--- src/rtl/gauss_pkg.sv ---
// Shared encodings, kernel weights and FSM state type for the strip Gaussian filter.
package gauss_pkg;

    localparam logic [1:0] MODE_BYP = 2'd0;
    localparam logic [1:0] MODE_G3  = 2'd1;
    localparam logic [1:0] MODE_G5  = 2'd2;

    localparam logic [1:0] COL_EDGE   = 2'd0;
    localparam logic [1:0] COL_INNER  = 2'd1;
    localparam logic [1:0] COL_CENTRE = 2'd2;

    localparam int unsigned RECIP_DEF = 1649;
    localparam int unsigned SHIFT_DEF = 18;

    // Indexed [column class][row].
    localparam int unsigned G5_W [3][5] = '{
        '{2, 4,  5,  4, 2},
        '{4, 9, 12,  9, 4},
        '{5, 12, 15, 12, 5}
    };
    localparam int unsigned G3_W [3][5] = '{
        '{0, 0, 0, 0, 0},
        '{0, 1, 2, 1, 0},
        '{0, 2, 4, 2, 0}
    };

    typedef enum logic [1:0] {StIdle, StFill, StRun} state_e;

endpackage

--- src/rtl/gauss_col_mac.sv ---
// Weighted sum of one window column; weights are fixed per column class and built as shift-add.
module gauss_col_mac
    import gauss_pkg::*;
#(
    parameter int unsigned PIX_W = 8
) (
    input  logic [4:0][PIX_W-1:0] pix_i,
    input  logic [1:0]            col_class_i,
    input  logic [1:0]            mode_i,
    output logic [PIX_W+5:0]      sum_o
);

    localparam int unsigned SUM_W = PIX_W + 6;

    function automatic logic [SUM_W-1:0] mul_w(input logic [PIX_W-1:0] x, input int unsigned w);
        logic [SUM_W-1:0] acc;
        logic [3:0]       wb;
        acc = '0;
        wb  = w[3:0];
        for (int b = 0; b < 4; b++) begin
            if (wb[b]) begin
                acc = acc + (SUM_W'(x) << b);
            end
        end
        return acc;
    endfunction

    int unsigned      cls;
    logic [SUM_W-1:0] sum_g5;
    logic [SUM_W-1:0] sum_g3;

    always_comb begin
        cls = 0;
        if (col_class_i == COL_CENTRE) begin
            cls = 2;
        end else if (col_class_i == COL_INNER) begin
            cls = 1;
        end
        sum_g5 = '0;
        sum_g3 = '0;
        for (int r = 0; r < 5; r++) begin
            sum_g5 = sum_g5 + mul_w(pix_i[r], G5_W[cls][r]);
            sum_g3 = sum_g3 + mul_w(pix_i[r], G3_W[cls][r]);
        end
        sum_o = (mode_i == MODE_G3) ? sum_g3 : sum_g5;
    end

endmodule

--- src/rtl/gauss_strip_filter.sv ---
// Strip-framed 5-column sliding-window smoother with run-time kernel select and 2-cycle latency.
module gauss_strip_filter
    import gauss_pkg::*;
#(
    parameter int unsigned PIX_W = 8,
    parameter int unsigned RECIP = RECIP_DEF,
    parameter int unsigned SHIFT = SHIFT_DEF
) (
    input  logic             clk,
    input  logic             reset,
    input  logic             in_valid,
    input  logic             in_first,
    input  logic             in_last,
    input  logic [1:0]       mode,
    input  logic [PIX_W-1:0] pix_in0,
    input  logic [PIX_W-1:0] pix_in1,
    input  logic [PIX_W-1:0] pix_in2,
    input  logic [PIX_W-1:0] pix_in3,
    input  logic [PIX_W-1:0] pix_in4,
    output logic [PIX_W-1:0] pixel_out,
    output logic             out_valid,
    output logic             out_last,
    output logic             short_err
);

    localparam int unsigned SUM_W  = PIX_W + 6;
    localparam int unsigned TOT_W  = PIX_W + 8;
    localparam int unsigned MUL_W  = TOT_W + $clog2(RECIP + 1) + 1;
    localparam int unsigned PROD_W = (MUL_W > SHIFT) ? MUL_W : SHIFT + 1;
    localparam logic [PIX_W-1:0] PIX_MAX = '1;

    // Window indexed [column][row]; column 4 is the newest.
    logic [4:0][4:0][PIX_W-1:0] win_q;

    always_ff @(posedge clk or posedge reset) begin
        if (reset) begin
            win_q <= '0;
        end else if (in_valid) begin
            win_q <= {{pix_in4, pix_in3, pix_in2, pix_in1, pix_in0}, win_q[4:1]};
        end
    end

    state_e     state_q;
    logic [2:0] cnt_q;
    logic [1:0] mode_q;
    logic       win_vld_q;
    logic       win_last_q;
    logic       short_err_q;

    always_ff @(posedge clk or posedge reset) begin
        if (reset) begin
            state_q     <= StIdle;
            cnt_q       <= '0;
            mode_q      <= MODE_BYP;
            win_vld_q   <= 1'b0;
            win_last_q  <= 1'b0;
            short_err_q <= 1'b0;
        end else begin
            win_vld_q   <= 1'b0;
            win_last_q  <= 1'b0;
            short_err_q <= 1'b0;
            if (in_valid) begin
                if (in_first) begin
                    mode_q <= mode;
                    cnt_q  <= 3'd1;
                    if (in_last) begin
                        short_err_q <= 1'b1;
                        state_q     <= StIdle;
                    end else begin
                        state_q <= StFill;
                    end
                end else begin
                    case (state_q)
                        StFill: begin
                            cnt_q <= cnt_q + 3'd1;
                            if (cnt_q == 3'd4) begin
                                win_vld_q  <= 1'b1;
                                win_last_q <= in_last;
                                state_q    <= in_last ? StIdle : StRun;
                            end else if (in_last) begin
                                short_err_q <= 1'b1;
                                state_q     <= StIdle;
                            end
                        end
                        StRun: begin
                            win_vld_q  <= 1'b1;
                            win_last_q <= in_last;
                            if (in_last) begin
                                state_q <= StIdle;
                            end
                        end
                        default: ;
                    endcase
                end
            end
        end
    end

    logic [4:0][SUM_W-1:0] col_sum;

    for (genvar c = 0; c < 5; c++) begin : g_col
        localparam logic [1:0] CLS = (c == 2) ? COL_CENTRE :
                                     ((c == 1) || (c == 3)) ? COL_INNER : COL_EDGE;
        gauss_col_mac #(
            .PIX_W(PIX_W)
        ) u_mac (
            .pix_i      (win_q[c]),
            .col_class_i(CLS),
            .mode_i     (mode_q),
            .sum_o      (col_sum[c])
        );
    end

    logic [4:0][SUM_W-1:0] s1_sum_q;
    logic [PIX_W-1:0]      s1_ctr_q;
    logic [1:0]            s1_mode_q;
    logic                  s1_vld_q;
    logic                  s1_last_q;

    always_ff @(posedge clk or posedge reset) begin
        if (reset) begin
            s1_sum_q  <= '0;
            s1_ctr_q  <= '0;
            s1_mode_q <= MODE_BYP;
            s1_vld_q  <= 1'b0;
            s1_last_q <= 1'b0;
        end else begin
            s1_vld_q  <= win_vld_q;
            s1_last_q <= win_last_q;
            if (win_vld_q) begin
                s1_sum_q  <= col_sum;
                s1_ctr_q  <= win_q[2][2];
                s1_mode_q <= mode_q;
            end
        end
    end

    logic [TOT_W-1:0]  total;
    logic [PROD_W-1:0] prod;
    logic [PROD_W-1:0] q5;
    logic [TOT_W-1:0]  q3;
    logic [PIX_W-1:0]  res_d;

    always_comb begin
        total = '0;
        for (int c = 0; c < 5; c++) begin
            total = total + TOT_W'(s1_sum_q[c]);
        end
        // Divide by 159 as a rounded reciprocal multiply.
        prod = PROD_W'(total) * PROD_W'(RECIP) + (PROD_W'(1) << (SHIFT - 1));
        q5   = prod >> SHIFT;
        q3   = (total + TOT_W'(8)) >> 4;
        case (s1_mode_q)
            MODE_BYP: res_d = s1_ctr_q;
            MODE_G3:  res_d = (q3 > TOT_W'(PIX_MAX)) ? PIX_MAX : q3[PIX_W-1:0];
            default:  res_d = (q5 > PROD_W'(PIX_MAX)) ? PIX_MAX : q5[PIX_W-1:0];
        endcase
    end

    logic [PIX_W-1:0] pix_q;
    logic             vld_q;
    logic             last_q;

    always_ff @(posedge clk or posedge reset) begin
        if (reset) begin
            pix_q  <= '0;
            vld_q  <= 1'b0;
            last_q <= 1'b0;
        end else begin
            vld_q  <= s1_vld_q;
            last_q <= s1_vld_q & s1_last_q;
            if (s1_vld_q) begin
                pix_q <= res_d;
            end
        end
    end

    assign pixel_out = pix_q;
    assign out_valid = vld_q;
    assign out_last  = last_q;
    assign short_err = short_err_q;

endmodule

--- config.mk ---
export PLATFORM = sky130hd
export DESIGN_NAME = gauss_strip_filter
export DESIGN_NICKNAME = d
export VERILOG_FILES = /design/src/rtl/gauss_pkg.sv /design/src/rtl/gauss_col_mac.sv /design/src/rtl/gauss_strip_filter.sv
export SDC_FILE = /design/constraint.sdc
export NUM_CORES = 1
export LEC_CHECK = 0
export ABC_CLOCK_PERIOD_IN_PS = 15900
export CAP_MARGIN = 25
export CELL_PAD_IN_SITES_DETAIL_PLACEMENT = 1
export CELL_PAD_IN_SITES_GLOBAL_PLACEMENT = 1
export CORE_UTILIZATION = 52
export DETAILED_ROUTE_END_ITERATION = 10
export PLACE_DENSITY = 0.92
export SLEW_MARGIN = 20
export SYNTH_ARGS = -nofsm -noshare
export SYNTH_HDL_FRONTEND = slang
export SYNTH_SLANG_ARGS = --single-unit
export TNS_END_PERCENT = 100
--- constraint.sdc ---
create_clock -name clk -period 15.9 [get_ports clk]
set_input_delay 4.77 -clock clk [delete_from_list [all_inputs] [get_ports clk]]
set_output_delay 4.77 -clock clk [all_outputs]
set_load 0.02 [all_outputs]
==> results by group, run 1 <==
Setup path
  • CP max-delay cell: mux2i_1
  • Worst-path fanout max: 8
  • Setup crit end kind: flop
  • Top Family by Delay on Critical Path: adder cells
  • Critical path required time: 16.39 ns
  • Buf+Inv Stages, Crit Path: 6
  • Most used cell, CP: fa_1
  • Crit path DAT: 10.39 ns
  • Crit-path max cell delay: 0.67 ns
  • CP Launch Type: flop
  • Kind of critical path: flop to flop

Global route
  • Pin count of the biggest net entering global routing: 169
  • Global Route met1 Usage: 42.1%
  • Met2 Usage GRT: 63.2%
  • Vias in the first global route: 23755
  • First-pass GRT wire length: 144000 µm
  • Gr ovfl total: 0
  • Initial antenna violation count: 1
  • GR Util met3: 8.87%
  • GRT busiest layer: met2
  • GRT Total Usage: 37.8%

STA
  • Endpoints failing setup: 0
  • Worst slew margin: 25.7%
  • Total negative setup slack: 0 ns
  • Slew at the pin closest to its max-slew limit: 1.11 ns
  • Fmax: 101 MHz
  • Fin crit share: 62.3%
  • Final Critical Period: 9.90 ns
  • Hold Vio Cnt, Final: 0
  • RSZ-0062 raised after global routing: false
  • Worst clock skew: 0.0444 ns
  • Slew Viols, Final: 0

CTS
  • Clk sinks: 300
  • CTS buffer count: 37
  • Max H-tree Level: 2
  • CTS tree: yes
  • Post-CTS Setup Bufs: 0
  • Clk_lat worst skew: 0.60 ns
  • Resize count post-CTS: 0
  • Clk pin slew, worst setup/hold paths: 0.06 ns
  • Clock root buffer master: clkbuf_16
  • Hold buffer count at cts: 0
  • CTS Buffer Depth: 3

Synthesis
  • Synthesized cell area: 26300 µm²
  • Synth cell types: 59
  • Synth warnings: 0
  • Syn Area/Cell: 10.8 µm²
  • Primary FF master, synth: dfrtp_1
  • Syn nets: 3049
  • Post-synthesis sequential area ratio: 28.5%
  • Post-synth EDFFs: 0
  • Cells after Synth: 2436
  • FF+latch count, synth: 300
  • Synth async-reset ratio: 100%

Floorplanning
  • Area of the die: 51500 µm²
  • Chip height: 227 µm
  • Initial Utilization: 52.6%
  • I/O pin total: 58
  • # rows: 82
  • Die Width: 227 µm
  • Core area: 50100 µm²

Route
  • Via density: 6.49
  • WL per Instance: 30.0 µm
  • DRT Pass-1 Iters: 6
  • DRT antenna net count: 0
  • DRT Wirelength: 95700 µm
  • DR vias: 20663
  • DRT iter0 DRCs: 1639
  • # DRC: 0

Final layout
  • Multi-input gate area: 17400 µm²
  • Finished Layout Cells: 3185
  • Fin nets: 3100
  • Ratio of cells with drive above 1 in the final layout: 11.2%
  • FILL cells: 5311
  • Antenna diode instance count: 0
  • Sequential cell area: 7510 µm²
  • Area Growth Syn to Fin: 9.85%

Job
  • Total of max-cap violations: 0

Place
  • Port buffer count: 57
  • Gpl congestion: 0.939
  • HPWL Detailed: 64500 µm
  • Dpl cells: 3119

Hold path
  • Type of the worst min-delay path: flop to flop

Run status
  • Status: finished clean
==> worst reg2reg max path, delay by kind of cell, from the launching register on <==
kind	cells	cell delay (ns)
XOR/XNOR	1	0.62
AO/OA/AOI/OAI	10	2.64
adder cells (fa/ha/maj)	10	4.57
buffers and inverters	6	0.54
flip-flops	1	0.40
multiplexers	1	0.67
AND/OR/NAND/NOR	3	0.38
==> path summary, 6_finish.rpt <==
| path | end | startpoint | slack [ns] | cells past startpoint |
|---|---|---|---|---|
| worst min register to register | s1_last_q$_DFF_PP0_ | win_last_q$_DFF_PP0_ | 0.38 | 0 |
| min in group asynchronous | win_q[196]$_DFFE_PP0P_ | reset | 4.54 | 2 |
| max in group asynchronous | win_vld_q$_DFF_PP0_ | reset | 10.03 | 3 |
| worst min-delay path | s1_last_q$_DFF_PP0_ | win_last_q$_DFF_PP0_ | 0.38 | 0 |
| worst max-delay path | pixel_out[5]$_DFFE_PP0P_ | s1_sum_q[15]$_DFFE_PP0P_ | 6.00 | 31 |
| worst max register to register | pixel_out[5]$_DFFE_PP0P_ | s1_sum_q[15]$_DFFE_PP0P_ | 6.00 | 31 |
==> placed cells by master, fill, tap and decap left out, types with 7 or more instances in the layout <==
cell / synthesis / routed
a21o_1: 57 / 57
a21oi_1: 148 / 148
a221o_1: 9 / 9
a31oi_1: 18 / 18
and2_1: 8 / 8
and3_1: 7 / 7
buf_4: 0 / 8
clkbuf_16: 0 / 39
clkdlybuf4s50_1: 0 / 56
dfrtp_1: 300 / 299
fa_1: 237 / 237
ha_1: 329 / 329
inv_1: 324 / 323
mux2_2: 201 / 201
nand2_1: 88 / 88
nand2b_1: 14 / 14
nand3_1: 16 / 16
nor2_1: 101 / 101
nor2b_1: 33 / 32
nor3_1: 14 / 14
o211ai_1: 12 / 12
o21ai_0: 102 / 102
o21bai_1: 55 / 55
o22a_1: 8 / 8
o22ai_1: 15 / 15
o2bb2ai_1: 9 / 9
xnor2_1: 149 / 149
xor2_1: 54 / 54
==> sequential cells by signal, indices dropped and copies added, names as in the netlist <==
register,flops
s1_vld_q,1
win_q,200
pixel_out,8
cnt_q,3
out_valid,1
win_vld_q,1
out_last,1
mode_q,2
short_err,1
win_last_q,1
s1_mode_q,2
state_q,2
s1_last_q,1
s1_ctr_q,8
s1_sum_q,68
==> kinds of logic (layout without fill, tap and decap cells) <==
| family | Yosys count | count (layout) | synth area share, % |
|---|---|---|---|
| AND/OR/NAND/NOR | 303 | 303 | 5.35 |
| multiplexers | 203 | 203 | 8.68 |
| AO/OA/AOI/OAI | 482 | 482 | 11.6 |
| XOR/XNOR | 203 | 203 | 6.75 |
| buffers and inverters | 379 | 456 | 5.40 |
| adder cells (fa/ha/maj) | 566 | 566 | 33.7 |
| flip-flops | 300 | 300 | 28.5 |
==> cell type report <==
class,instances,area share [%]
well taps,672,2.91
multi-input cells,1757,60.2
flip-flops and latches,300,26.0
clock inverters,15,0.675
inverters,324,4.23
repair buffers,67,2.36
clock buffers,50,3.69
==> cell usage after synthesis, types with 18 or more instances <==
master | number | area, µm²
xor2_1 | 54 | 473
a21oi_1 | 148 | 741
o21ai_0 | 102 | 510
a31oi_1 | 18 | 113
xnor2_1 | 149 | 1310
a21o_1 | 57 | 428
inv_1 | 324 | 1220
ha_1 | 329 | 4120
nand2_1 | 88 | 330
o21bai_1 | 55 | 413
nor2b_1 | 33 | 206
nor2_1 | 101 | 379
fa_1 | 237 | 4740
dfrtp_1 | 300 | 7510
clkbuf_1 | 52 | 195
mux2_2 | 201 | 2260
==> metal layers <==
metal  up-vias  share of wire, %
li1       8357                 -
met1     10426                35
met2      1273                48
met3       607               8.3
met5         -                 0
met4         0               8.8
==> stage by stage <==
| stage | hold slack [ns] | setup slack, ns | instance area [µm²] | utilization, % |
|---|---|---|---|---|
| 6_report | 0.381 | 6.00 | 28900 | 57.7 |
| 5_1_grt | 0.414 | 5.42 | 28900 | 57.7 |
| 4_1_cts | 0.407 | 6.00 | 28900 | 57.7 |
| 3_5_place_dp | 0.397 | 6.06 | 27600 | 55.2 |
| 3_3_place_gp | 0.397 | 6.55 | 27600 | 55.2 |
| 2_1_floorplan | 0.331 | 2.84 | 26300 | - |
Power of run 1 is not shown: default switching activity piles up to over one toggle a cycle in this logic, so the estimate is an artifact.
==> run 2: changes to the inputs <==
--- a/config.mk
+++ b/config.mk
@@ -5,7 +5,7 @@
 export SDC_FILE = /design/constraint.sdc
 export NUM_CORES = 1
 export LEC_CHECK = 0
-export ABC_CLOCK_PERIOD_IN_PS = 15900
+export ABC_CLOCK_PERIOD_IN_PS = 9850
 export CAP_MARGIN = 25
 export CELL_PAD_IN_SITES_DETAIL_PLACEMENT = 1
 export CELL_PAD_IN_SITES_GLOBAL_PLACEMENT = 1
==> constraint.sdc (replaced) <==
create_clock -name clk -period 9.85 [get_ports clk]
set_input_delay 2.955 -clock clk [delete_from_list [all_inputs] [get_ports clk]]
set_output_delay 2.955 -clock clk [all_outputs]
set_load 0.02 [all_outputs]
==> results by group, run 2 (same netlist as run 1, synthesis figures left out) <==
Setup path
  • Reg2reg end: pixel_out[4]$_DFFE_PP0P_
  • Crit path DAT: 9.87 ns
  • Setup crit end kind: flop
  • Reg2Reg Setup Slack: 0.47 ns
  • R2r startpoint: s1_sum_q[9]$_DFFE_PP0P_
  • Crit-path max cell delay: 0.70 ns
  • Critical path required time: 10.34 ns
  • Most used cell, CP: inv_1
  • Kind of critical path: flop to flop
  • CP max-delay cell: fa_2
  • CP Launch Type: flop
  • FF-to-FF path depth: 33
  • Worst-path fanout max: 8

Place
  • Gpl congestion: 0.931
  • HPWL Detailed: 65700 µm
  • Port buffer count: 57
  • Dpl cells: 3125

CTS
  • Post-CTS Setup Bufs: 0
  • Clk_lat worst skew: 0.60 ns
  • CTS buffer count: 37
  • CTS Buffer Depth: 3
  • Clk sinks: 300
  • Clock root buffer master: clkbuf_16
  • Clk pin slew, worst setup/hold paths: 0.07 ns
  • Max H-tree Level: 2
  • CTS tree: yes

Global route
  • Vias in the first global route: 24381
  • Gr ovfl total: 0
  • Initial antenna violation count: 8
  • First-pass GRT wire length: 150000 µm
  • GRT Total Usage: 39.7%
  • Pin count of the biggest net entering global routing: 159

Final layout
  • Fin nets: 3106
  • Fin util: 58.0%
  • Commonest non-fill, non-tap cells in the layout: ha_1, inv_1, dfrtp_1
  • Number of flip-flops in the largest register: 200
  • Most common cell after layout, fill and taps aside: ha_1
  • Ratio of cells with drive above 1 in the final layout: 11.4%
  • FILL cells: 5300
  • Largest regs: win_q x200, s1_sum_q x68
  • Reg with most FFs: win_q
  • Finished Layout Cells: 3197
  • Area Growth Syn to Fin: 10.3%

Route
  • DRT iter0 DRCs: 1849
  • # DRC: 0
  • DRT antenna net count: 0
  • WL per Instance: 30.8 µm
  • DRT Pass-1 Iters: 5
  • Via density: 6.57
  • DR vias: 21000
  • DRT Wirelength: 98600 µm

STA
  • Hold Vio Cnt, Final: 0
  • Slew at the pin closest to its max-slew limit: 1.08 ns
  • Slew Viols, Final: 0
  • RSZ-0062 raised after global routing: false
  • Fmax: 107 MHz
  • Fin crit share: 95.2%
  • Worst clock skew: 0.0496 ns
  • Total negative setup slack: 0 ns
  • Endpoints failing setup: 0
  • Worst slew margin: 27.8%
  • Final Critical Period: 9.38 ns

Floorplanning
  • Core area: 50100 µm²
  • Area of the die: 51500 µm²
  • # rows: 82
  • Initial Utilization: 52.6%
  • Die Width: 227 µm
  • I/O pin total: 58
  • Chip height: 227 µm

Hold path
  • Hold wc startpoint: win_last_q$_DFF_PP0_
  • Type of the worst min-delay path: flop to flop
  • Min-Delay Endpoint: s1_last_q$_DFF_PP0_
  • Hold Crit Depth: 0

Job
  • Total of max-cap violations: 0

Run status
  • Status: finished clean
==> run 2: cell types whose count changed in the layout (fill, tap and decap cells not counted), sizes merged <==
cell	change
clkinv	-3
diode	+5
clkinvlp	-1
bufinv	+3
inv	-1
buf	+6
clkbuf	+3
==> run 2: final cells by class <==
type                            instances  area, µm²  share of cell area (%)
Timing Repair Buffer                   73        719                    2.48
Sequential cell                       300       7510                    25.9
Multi-Input combinational cell       1757      17400                    60.0
Inverter                              324       1220                    4.20
Tap cell                              672        841                    2.89
Clock buffer                           53       1080                    3.71
Antenna cell                            5       12.5                  0.0431
Clock inverter                         13        248                   0.853
==> run 2: worst max path at each step <==
stage	startpoint	to	slack, ns	cells past startpoint
2_1_floorplan	s1_sum_q[15]$_DFFE_PP0P_	pixel_out[0]$_DFFE_PP0P_	1.18	31
5_1_grt	s1_sum_q[9]$_DFFE_PP0P_	pixel_out[3]$_DFFE_PP0P_	0.06	33
3_3_place_gp	s1_sum_q[15]$_DFFE_PP0P_	pixel_out[7]$_DFFE_PP0P_	0.85	31
3_5_place_dp	s1_sum_q[15]$_DFFE_PP0P_	pixel_out[4]$_DFFE_PP0P_	0.47	31
6_report	s1_sum_q[9]$_DFFE_PP0P_	pixel_out[4]$_DFFE_PP0P_	0.47	33
4_1_cts	s1_sum_q[15]$_DFFE_PP0P_	pixel_out[4]$_DFFE_PP0P_	0.45	31
==> run 2: metal layers <==
metal / vias to the layer above / wire length (µm) / GRT usage, % / share of wire, %
met5: - / 12 / 0 / 0.012
met4: 2 / 9410 / 32.0 / 9.5
met3: 678 / 9150 / 11.9 / 9.3
met2: 1394 / 46500 / 64.8 / 47
met1: 10568 / 33500 / 43.1 / 34
li1: 8358 / - / - / -
==> run 2: metrics by stage <==
stage | instance area [µm²] | setup WS [ns] | hold WS, ns
global route | 29000 | 0.0641 | 0.354
floorplan | 26300 | 1.18 | 0.331
CTS | 29000 | 0.449 | 0.345
detailed placement | 27700 | 0.469 | 0.342
finish | 29000 | 0.474 | 0.345
global placement | 27700 | 0.853 | 0.345
==> run 2: repair_timing <==
| item | 4_1_cts | 5_1_grt |
|---|---|---|
| endpoints found under the hold margin | 0 | 0 |
| hold buffers | 0 | 0 |
| setup endpoints to repair | 0 | 8 |
| gates resized for setup | 0 | 4 |
==> run 2: worst max-delay path: cells and delay by family (launching register included) <==
family,cells,cell delay (ns)
xor+xnor,1,0.17
mux,1,0.40
compound gates,7,2.11
buf+inv,10,0.79
simple gates,4,0.59
flops,1,0.33
fa+ha+maj,10,4.85
Power of run 2 is left out for the same reason.
